### src/rtl/mc_ctrl_fsm.sv
// Multicycle MIPS main control FSM: sequences each instruction through fetch, decode,
// execute, memory and writeback states, with a memory-ready handshake and illegal-opcode handling.
module mc_ctrl_fsm #(
  parameter bit EXT_OPS         = 1'b1,
  parameter bit MEM_HANDSHAKE   = 1'b1,
  parameter bit TRAP_ON_ILLEGAL = 1'b1
) (
  input  logic       clk,
  input  logic       reset_n,
  input  logic [5:0] op,
  input  logic       mem_ready,
  output logic       pcwrite,
  output logic       irwrite,
  output logic       memwrite,
  output logic       regwrite,
  output logic       iord,
  output logic       alusrca,
  output logic       regdst,
  output logic       memtoreg,
  output logic       branch,
  output logic       bge,
  output logic [1:0] alusrcb,
  output logic [1:0] pcsrc,
  output logic [1:0] aluop,
  output logic       instr_done,
  output logic       illegal,
  output logic [4:0] state
);

  typedef enum logic [4:0] {
    S_FETCH   = 5'd0,  S_DECODE = 5'd1,  S_MEMADR = 5'd2,  S_MEMRD  = 5'd3,
    S_MEMWB   = 5'd4,  S_MEMWR  = 5'd5,  S_EXECUTE = 5'd6, S_ALUWB  = 5'd7,
    S_BRANCH  = 5'd8,  S_ADDIEX = 5'd9,  S_ADDIWB = 5'd10, S_JUMP   = 5'd11,
    S_BGE     = 5'd12, S_JMADR  = 5'd13, S_JMRD   = 5'd14, S_JMPC   = 5'd15,
    S_HALT    = 5'd16
  } state_t;

  typedef struct packed {
    logic       pcwrite;
    logic       memwrite;
    logic       regwrite;
    logic       iord;
    logic       alusrca;
    logic       regdst;
    logic       memtoreg;
    logic       branch;
    logic       bge;
    logic [1:0] alusrcb;
    logic [1:0] pcsrc;
    logic [1:0] aluop;
    logic       done;   // retire pulse for states that always finish in one cycle
    logic       fetch;  // FETCH: pcwrite/irwrite follow rdy
    logic       memwr;  // MEMWR: retire follows rdy
  } ctl_t;

  localparam logic [5:0] OP_RTYPE = 6'b000000;
  localparam logic [5:0] OP_LW    = 6'b100011;
  localparam logic [5:0] OP_SW    = 6'b101011;
  localparam logic [5:0] OP_BEQ   = 6'b000100;
  localparam logic [5:0] OP_ADDI  = 6'b001000;
  localparam logic [5:0] OP_J     = 6'b000010;
  localparam logic [5:0] OP_JM    = 6'b110010;
  localparam logic [5:0] OP_BGE   = 6'b110011;

  function automatic ctl_t ctl_for(input state_t s);
    ctl_t c;
    c = '0;
    case (s)
      S_FETCH:   begin c.alusrcb = 2'b01; c.fetch = 1'b1; end
      S_DECODE:  c.alusrcb = 2'b11;
      S_MEMADR:  begin c.alusrca = 1'b1; c.alusrcb = 2'b10; end
      S_MEMRD:   c.iord = 1'b1;
      S_MEMWB:   begin c.memtoreg = 1'b1; c.regwrite = 1'b1; c.done = 1'b1; end
      S_MEMWR:   begin c.iord = 1'b1; c.memwrite = 1'b1; c.memwr = 1'b1; end
      S_EXECUTE: begin c.alusrca = 1'b1; c.aluop = 2'b10; end
      S_ALUWB:   begin c.regdst = 1'b1; c.regwrite = 1'b1; c.done = 1'b1; end
      S_BRANCH:  begin c.alusrca = 1'b1; c.aluop = 2'b01; c.pcsrc = 2'b01;
                       c.branch = 1'b1; c.done = 1'b1; end
      S_BGE:     begin c.alusrca = 1'b1; c.aluop = 2'b01; c.pcsrc = 2'b01;
                       c.bge = 1'b1; c.done = 1'b1; end
      S_ADDIEX:  begin c.alusrca = 1'b1; c.alusrcb = 2'b10; end
      S_ADDIWB:  begin c.regwrite = 1'b1; c.done = 1'b1; end
      S_JUMP:    begin c.pcsrc = 2'b10; c.pcwrite = 1'b1; c.done = 1'b1; end
      S_JMADR:   begin c.alusrca = 1'b1; c.alusrcb = 2'b10; end
      S_JMRD:    c.iord = 1'b1;
      S_JMPC:    begin c.pcsrc = 2'b11; c.pcwrite = 1'b1; c.done = 1'b1; end
      default:   c = '0;
    endcase
    return c;
  endfunction

  state_t r_state;
  ctl_t   r_ctl;
  logic   r_illegal;
  state_t w_next_state;
  logic   w_illegal_op;
  logic   w_rdy;

  assign w_rdy = MEM_HANDSHAKE ? mem_ready : 1'b1;

  // NOTE: every signal gets a default before the case so no path leaves it unassigned (no latch).
  always_comb begin
    w_next_state = r_state;
    w_illegal_op = 1'b0;
    case (r_state)
      S_FETCH:  if (w_rdy) w_next_state = S_DECODE;
      S_DECODE: begin
        case (op)
          OP_RTYPE:     w_next_state = S_EXECUTE;
          OP_LW, OP_SW: w_next_state = S_MEMADR;
          OP_BEQ:       w_next_state = S_BRANCH;
          OP_ADDI:      w_next_state = S_ADDIEX;
          OP_J:         w_next_state = S_JUMP;
          OP_JM:        if (EXT_OPS) w_next_state = S_JMADR; else w_illegal_op = 1'b1;
          OP_BGE:       if (EXT_OPS) w_next_state = S_BGE;   else w_illegal_op = 1'b1;
          default:      w_illegal_op = 1'b1;
        endcase
        if (w_illegal_op) w_next_state = TRAP_ON_ILLEGAL ? S_HALT : S_FETCH;
      end
      S_MEMADR:  w_next_state = (op == OP_LW) ? S_MEMRD : S_MEMWR;
      S_MEMRD:   if (w_rdy) w_next_state = S_MEMWB;
      S_MEMWR:   if (w_rdy) w_next_state = S_FETCH;
      S_JMRD:    if (w_rdy) w_next_state = S_JMPC;
      S_EXECUTE: w_next_state = S_ALUWB;
      S_ADDIEX:  w_next_state = S_ADDIWB;
      S_JMADR:   w_next_state = S_JMRD;
      S_HALT:    w_next_state = S_HALT;
      default:   w_next_state = S_FETCH;
    endcase
  end

  // NOTE: sequential state uses non-blocking assignments so all registers update from pre-edge values.
  always_ff @(posedge clk or negedge reset_n) begin
    if (!reset_n) begin
      r_state   <= S_FETCH;
      r_ctl     <= ctl_for(S_FETCH);
      r_illegal <= 1'b0;
    end else begin
      r_state <= w_next_state;
      r_ctl   <= ctl_for(w_next_state);
      if (w_illegal_op) r_illegal <= 1'b1;
    end
  end

  // Mealy terms are gated by reset_n so nothing writes while reset is held, even with mem_ready high.
  assign pcwrite    = reset_n & (r_ctl.pcwrite | (r_ctl.fetch & w_rdy));
  assign irwrite    = reset_n & r_ctl.fetch & w_rdy;
  assign memwrite   = reset_n & r_ctl.memwrite;
  assign regwrite   = reset_n & r_ctl.regwrite;
  assign instr_done = reset_n & (r_ctl.done | (r_ctl.memwr & w_rdy));
  assign iord       = r_ctl.iord;
  assign alusrca    = r_ctl.alusrca;
  assign regdst     = r_ctl.regdst;
  assign memtoreg   = r_ctl.memtoreg;
  assign branch     = r_ctl.branch;
  assign bge        = r_ctl.bge;
  assign alusrcb    = r_ctl.alusrcb;
  assign pcsrc      = r_ctl.pcsrc;
  assign aluop      = r_ctl.aluop;
  assign illegal    = r_illegal;
  assign state      = r_state;

endmodule
### config.mk
export PLATFORM = sky130hd
export DESIGN_NAME = mc_ctrl_fsm
export DESIGN_NICKNAME = d
export VERILOG_FILES = /design/src/rtl/mc_ctrl_fsm.sv
export SDC_FILE = /design/constraint.sdc
export NUM_CORES = 1
export LEC_CHECK = 0
export CORE_MARGIN = 2
export CORE_UTILIZATION = 40
export CTS_BUF_LIST = sky130_fd_sc_hd__clkbuf_4 sky130_fd_sc_hd__clkbuf_8
export DETAILED_ROUTE_END_ITERATION = 7
export HOLD_SLACK_MARGIN = 0.1
export PLACE_DENSITY = 0.69
export REMOVE_ABC_BUFFERS = 1
export SETUP_SLACK_MARGIN = 0.02
export SLEW_MARGIN = 40
export SYNTH_ARGS = -nofsm -noshare
export SYNTH_HDL_FRONTEND = slang
export SYNTH_SLANG_ARGS = --single-unit
### constraint.sdc
create_clock -name clk -period 2.04 [get_ports clk]
set_input_delay 0.306 -clock clk [delete_from_list [all_inputs] [get_ports clk]]
set_output_delay 0.306 -clock clk [all_outputs]
set_load 0.005 [all_outputs]
==> results of run 1 <==
-- final timing paths --
path | startpoint | endpoint | slack [ns] | cells past startpoint
min in group clk | illegal$_DFFE_PN0P_ | illegal$_DFFE_PN0P_ | 0.49 | 1
worst min register to register | illegal$_DFFE_PN0P_ | illegal$_DFFE_PN0P_ | 0.49 | 1
worst min-delay path | reset_n | state[3]$_DFF_PN0_ | 0.09 | 2
worst max-delay path | state[2]$_DFF_PN0_ | pcsrc[0]$_DFF_PN0_ | -0.11 | 7
max in group asynchronous | reset_n | regdst$_DFF_PN0_ | 1.31 | 3
worst max register to register | state[2]$_DFF_PN0_ | pcsrc[0]$_DFF_PN0_ | -0.11 | 7
-- cell families (layout without fill, tap and decap cells) --
group,Yosys count,after routing,share of synthesized area
XOR/XNOR,4,4,0.0252
buffers and inverters,27,92,0.105
AO/OA/AOI/OAI,29,29,0.159
AND/OR/NAND/NOR,67,67,0.294
flip-flops,23,23,0.416
-- stage by stage --
step / total power [µW] / cells
global route: 2550 / 261
global placement: 1830 / 242
detailed placement: 1870 / 242
floorplan: 1240 / 132
CTS: 2150 / 248
finish: 2400 / 261
-- synth_stat cells (4+ instances only) --
cell type / n
nor4_1: 4
nand2_1: 7
nand3b_1: 4
xnor2_1: 4
nor2_1: 11
nand3_1: 5
dfrtp_1: 21
clkbuf_1: 6
nand2b_1: 6
or2_2: 4
nor3_1: 7
inv_1: 9
buf_4: 7
a21oi_1: 10
-- cell type report --
| cell class | instances | area (µm²) | area share |
|---|---|---|---|
| multi-input cells | 100 | 774 | 0.356 |
| repair buffers | 79 | 702 | 0.323 |
| flip-flops and latches | 23 | 578 | 0.266 |
| well taps | 46 | 57.6 | 0.0265 |
| inverters | 9 | 33.8 | 0.0155 |
| clock buffers | 3 | 22.5 | 0.0104 |
| clock inverters | 1 | 5.00 | 0.00230 |
-- cell usage in the layout, fill, tap and decap left out, drive strengths merged, types with 3 or more instances in the layout --
cell	synthesis	final
nor4	4	4
or2	7	7
a21o	3	3
nand2	7	7
and2	3	3
a21oi	10	10
inv	9	9
o31ai	3	3
clkdlybuf4s50	0	25
buf	12	46
nor2	11	11
nand3b	5	5
xnor2	4	4
nand2b	6	6
a2111oi	3	3
nand3	5	5
clkbuf	6	3
nor3	7	7
a31oi	3	3
dfrtp	21	21
or3	3	3
dlymetal6s2s	0	6
-- metal layers --
layer / share of wire / vias to the layer above
met2: 0.55 / 51
met3: 0.035 / 2
met5: 0 / -
met1: 0.41 / 680
li1: - / 651
met4: 0.0074 / 0
-- timing repair --
item / CTS / global route
setup endpoints to repair: 10 / 17
setup buffers: 2 / 11
hold endpoints to repair: 0 / 2
hold buffers: 0 / 2
resized for setup: 4 / 24
cloned: 0 / 0
pin swaps: 3 / 6
-- flip-flops by register name, summed over array words and instances (netlist names) --
name,flops
r_ctl,5
state,5
aluop,2
alusrcb,2
pcsrc,2
alusrca,1
bge,1
branch,1
illegal,1
iord,1
memtoreg,1
regdst,1
-- power breakdown --
part	switching, µW	internal [µW]
clock network	138	73.1
registers	51.9	573
logic	722	840
total	912	1490
-- worst max-delay path, cell delays in order (launching register included) --
cell      delay, ns
dfrtp_1        0.46
or3_4          0.38
or2_4          0.24
or4_4          0.50
nand3b_4       0.15
buf_6          0.11
nand3b_1       0.08
a21oi_2        0.16
==> results_dict.tcl, run 1 <==
set metrics [dict create \
    p_leak_uw 0.00101 \
    synth_seq_cells 23 \
    cts_tree "done" \
    cts_sinks 23 \
    dp_hpwl_um 2700 \
    synthTopCellsByArea "dfrtp_1 (38%), buf_4 (3.8%), dfstp_2 (3.8%), a21oi_1 (3.6%), nor2_1 (3.0%)" \
    nets 225 \
    violations "negative setup slack" \
    diodes 0 \
    dieWidth_um 63.0 \
    synth_area_per_cell_um2 9.27 \
    antenna_found_initial 0 \
    synth_edf_count 0 \
    rsz0062_at_grt "yes" \
    clockRootBuffer "clkbuf_4" \
    dr.pass1.iters 4 \
    vias_per_cell 5.30 \
    die_h_um 63.0 \
    fin_ws_ns -0.111 \
    gp_congestion 0.887 \
    outcome "finished with violations" \
    fill_cells 267 \
    area_delta_synth_final_pct 56.3 \
    overflow 0 \
    syn_inst 150 \
    clock_latency_ns 0.31 \
    tns_ns -0.637 \
    worst_slew_pin_slew_ns 0.456 \
    path_class "register to register" \
    cp-end-kind "register" \
    io_buffer_count 31 \
    grt_pass1_vias 1299 \
    hold_violations 0 \
    path_max_fanout 7 \
    ys_types 41 \
    final_cell_area_mm2 0.00217 \
    fin_util 0.651 \
    ir_worst_vdd_v 0.000498 \
    holdWs_ns 0.0903 \
    grt_usage 0.188 \
    preCtsSetupSlack_ns -0.397 \
    drt_iter0_drc 43 \
    clk_pin_slew_ns 0.13 \
    cp-start-kind "register" \
    cap_violations 0 \
    drv_slew 0 \
    ios 32 \
    p_per_area_mw_per_mm2 1100 \
    dieArea_mm2 0.00396 \
    grt_start_max_net_pins 16 \
    placed_cell_area_mm2 0.00189 \
    min_period_ns 2.15 \
    max_freq_ghz 0.465 \
    post_drt_wl_per_cell_um 15.0 \
    post-route-drc-count 0 \
    yosys.area.top_type "dfrtp_1" \
    wl_um 3920 \
    drive_above_1_share 0.367 \
    required_ns 2.28 \
    setup_viol 10 \
    start_util 0.417 \
    met2_usage 0.343 \
    min_path_type "input port to asynchronous set/reset pin" \
    ys_async_sr_fraction 1.00 \
    maxSlewHeadroom 0.688 \
    cts_buffer_depth 2 \
    numCtsBuffers 3 \
    fin_skew_ns 0.00295 \
    grtUsageMet1 0.226 \
    row_count 21 \
    yosysTopAreaCellShare 0.378 \
    fin_crit_sh 1.05 \
    busiest_layer "met2" \
    design.core.area_mm2 0.00334 \
    synth.yosys.warnings 0 \
    htree_levels 1 \
    use_met3 0.0252 \
    ys.flop_type "dfrtp_1" \
    vias 1384 \
    synth.cell_area_mm2 0.00139 \
    cp.arrival_ns 2.39 \
    yosysSeqAreaShare 0.416 \
    grt_first_pass_wirelength_um 5920 \
    ant_nets 0 \
]
(Power assumes the default switching activity.)
==> run 2: changes to the inputs <==
--- a/config.mk
+++ b/config.mk
@@ -5,12 +5,12 @@
 export SDC_FILE = /design/constraint.sdc
 export NUM_CORES = 1
 export LEC_CHECK = 0
-export CORE_MARGIN = 2
-export CORE_UTILIZATION = 40
+export ABC_AREA = 1
+export CORE_UTILIZATION = 46
 export CTS_BUF_LIST = sky130_fd_sc_hd__clkbuf_4 sky130_fd_sc_hd__clkbuf_8
 export DETAILED_ROUTE_END_ITERATION = 7
 export HOLD_SLACK_MARGIN = 0.1
-export PLACE_DENSITY = 0.69
+export PLACE_DENSITY = 0.77
 export REMOVE_ABC_BUFFERS = 1
 export SETUP_SLACK_MARGIN = 0.02
 export SLEW_MARGIN = 40
==> results_dict.tcl, run 2 <==
set metrics [dict create \
    grt_first_pass_wirelength_um 4820 \
    synth.yosys.warnings 0 \
    hold_violations 0 \
    antenna_found_initial 0 \
    cts_sinks 23 \
    r2r-end "alusrca$_DFF_PN0_" \
    p_per_area_mw_per_mm2 743 \
    wl_um 3010 \
    synth_seq_cells 23 \
    diodes 0 \
    row_count 19 \
    yosys.area.top_type "dfrtp_1" \
    yosysSeqAreaShare 0.416 \
    drv_slew 0 \
    path_class "input port to primary output" \
    synth.cell_area_mm2 0.00139 \
    postCtsSetupRepairBufs 0 \
    switching_share 0.371 \
    fin_crit_sh 0.963 \
    dieWidth_um 56.9 \
    ff2ff_path_depth 11 \
    violations "design-rule violations" \
    post-route-drc-count 8 \
    htree_levels 1 \
    start_util 0.495 \
    fin_cells 251 \
    outcome "finished with violations" \
    syn_inst 185 \
    comb_power_share 0.390 \
    setup_viol 0 \
    grt_usage 0.193 \
    vias_per_cell 5.29 \
    maxSlewHeadroom 0.779 \
    required_ns 1.73 \
    die_h_um 56.9 \
    synthMostInstantiatedCell "nand2_1" \
    min_path_type "input port to asynchronous set/reset pin" \
    post_drt_wl_per_cell_um 12.0 \
    p_leak_uw 0.00103 \
    ir_worst_vdd_v 0.000580 \
    synth_edf_count 0 \
    final_cell_area_mm2 0.00177 \
    critical_path.startpoint "mem_ready" \
    grt_start_max_net_pins 17 \
    power_switching_uw 489 \
    clock_latency_ns 0.32 \
    fin_skew_ns 0.00411 \
    ys_types 23 \
    final_cell_mix "nand2_1 (39), inv_1 (30), clkdlybuf4s50_1 (30), nand3_1 (24), dfrtp_1 (21)" \
    yosysTopAreaCellShare 0.378 \
    power_frac_seq 0.447 \
    drive_above_1_share 0.182 \
    area_delta_synth_final_pct 27.7 \
    design.core.area_mm2 0.00281 \
    min_period_ns 1.97 \
    path_max_fanout 5 \
    numCtsBuffers 3 \
    cts_buffer_depth 2 \
    nets 230 \
    cap_violations 0 \
    ios 32 \
    worst_slew_pin_slew_ns 0.327 \
    io_buffer_count 31 \
    dp_hpwl_um 2360 \
    dr.pass1.iters 8 \
    cp.arrival_ns 1.66 \
    worstReg2RegStart "state[4]$_DFF_PN0_" \
    grt_pass1_vias 1172 \
    clockRootBuffer "clkbuf_4" \
    cp-end-kind "primary output" \
    synth_area_per_cell_um2 7.51 \
    synthTopCellsByCount "nand2_1 (39), inv_1 (30), nand3_1 (24)" \
    synthTopCellsByArea "dfrtp_1 (38%), nand2_1 (11%), nand3_1 (8.6%), inv_1 (8.1%), nor2_1 (5.4%)" \
    ant_nets 0 \
    gp_congestion 0.836 \
    r2r_slack_ns 0.29 \
    cp-start-kind "input port" \
    clock_power_share 0.163 \
    tns_ns 0 \
    clk_pin_slew_ns 0.13 \
    rsz0062_at_grt "yes" \
    vias 1329 \
    ys.flop_type "dfrtp_1" \
    dieArea_mm2 0.00324 \
    cts_tree "done" \
    placed_cell_area_mm2 0.00172 \
    dp_cells 245 \
    drt_iter0_drc 93 \
    overflow 0 \
    max_freq_ghz 0.509 \
    layout_commonest_cell "nand2_1" \
    ys_async_sr_fraction 1.00 \
    fin_util 0.632 \
    internal_power_uw 828 \
]
run 2: how the worst max path moves through the flow:
stage,endpoint,slack [ns],cells past startpoint
floorplan,alusrca$_DFF_PN0_,0.55,11
global placement,instr_done,0.07,5
detailed placement,alusrca$_DFF_PN0_,-0.02,11
CTS,instr_done,0.04,5
global route,instr_done,0.01,4
finish,instr_done,0.07,4
run 2: kinds of logic (layout without fill, tap and decap cells):
logic type / Yosys count / after routing / synth area share
buffers and inverters: 42 / 77 / 0.130
AOI/OAI and AO/OA: 9 / 9 / 0.0468
DFF: 23 / 23 / 0.416
and+or+nand+nor: 111 / 111 / 0.407
run 2: timing repair:
action / in CTS / in global routing
hold endpoints to repair: 0 / 7
hold buffers: 0 / 2
endpoints found under the setup margin: 0 / 3
gates resized for setup: 0 / 1
run 2: layout make-up:
cell class	count	area [µm²]
Inverter	36	135
Timing Repair Buffer	37	363
Clock buffer	3	22.5
Fill cell	242	1030
Tap cell	31	38.8
Clock inverter	1	5.00
Multi-Input combinational cell	120	631
Sequential cell	23	578
run 2: routing by layer:
metal / track usage / vias up / wire (µm)
met5: 0 / - / 0
met3: 0.0295 / 12 / 304
met1: 0.240 / 601 / 1170
met4: 0.0697 / 0 / 59
li1: - / 635 / -
met2: 0.339 / 81 / 1470
run 2: power by group through the flow:
stage,Clock [µW],Sequential (µW),Combinational [µW]
after floorplan,0,592,305
after global placement,0,593,492
after detailed placement,0,595,507
after CTS,222,588,509
after global routing,232,595,560
final,215,589,513
run 2: critical path, stage by stage:
cell	delay (ns)
clkdlybuf4s50_1	0.53
inv_1	0.13
o21ai_0	0.17
clkdlybuf4s50_1	0.52
run 2: through the flow:
stage / setup slack [ns] / total power (µW) / hold WS [ns]
2_1_floorplan: 0.550 / 897 / 0.0104
3_3_place_gp: 0.0704 / 1090 / 0.483
3_5_place_dp: -0.0158 / 1100 / 0.488
4_1_cts: 0.0361 / 1320 / 0.400
5_1_grt: 0.0141 / 1390 / 0.124
6_report: 0.0749 / 1320 / 0.0753
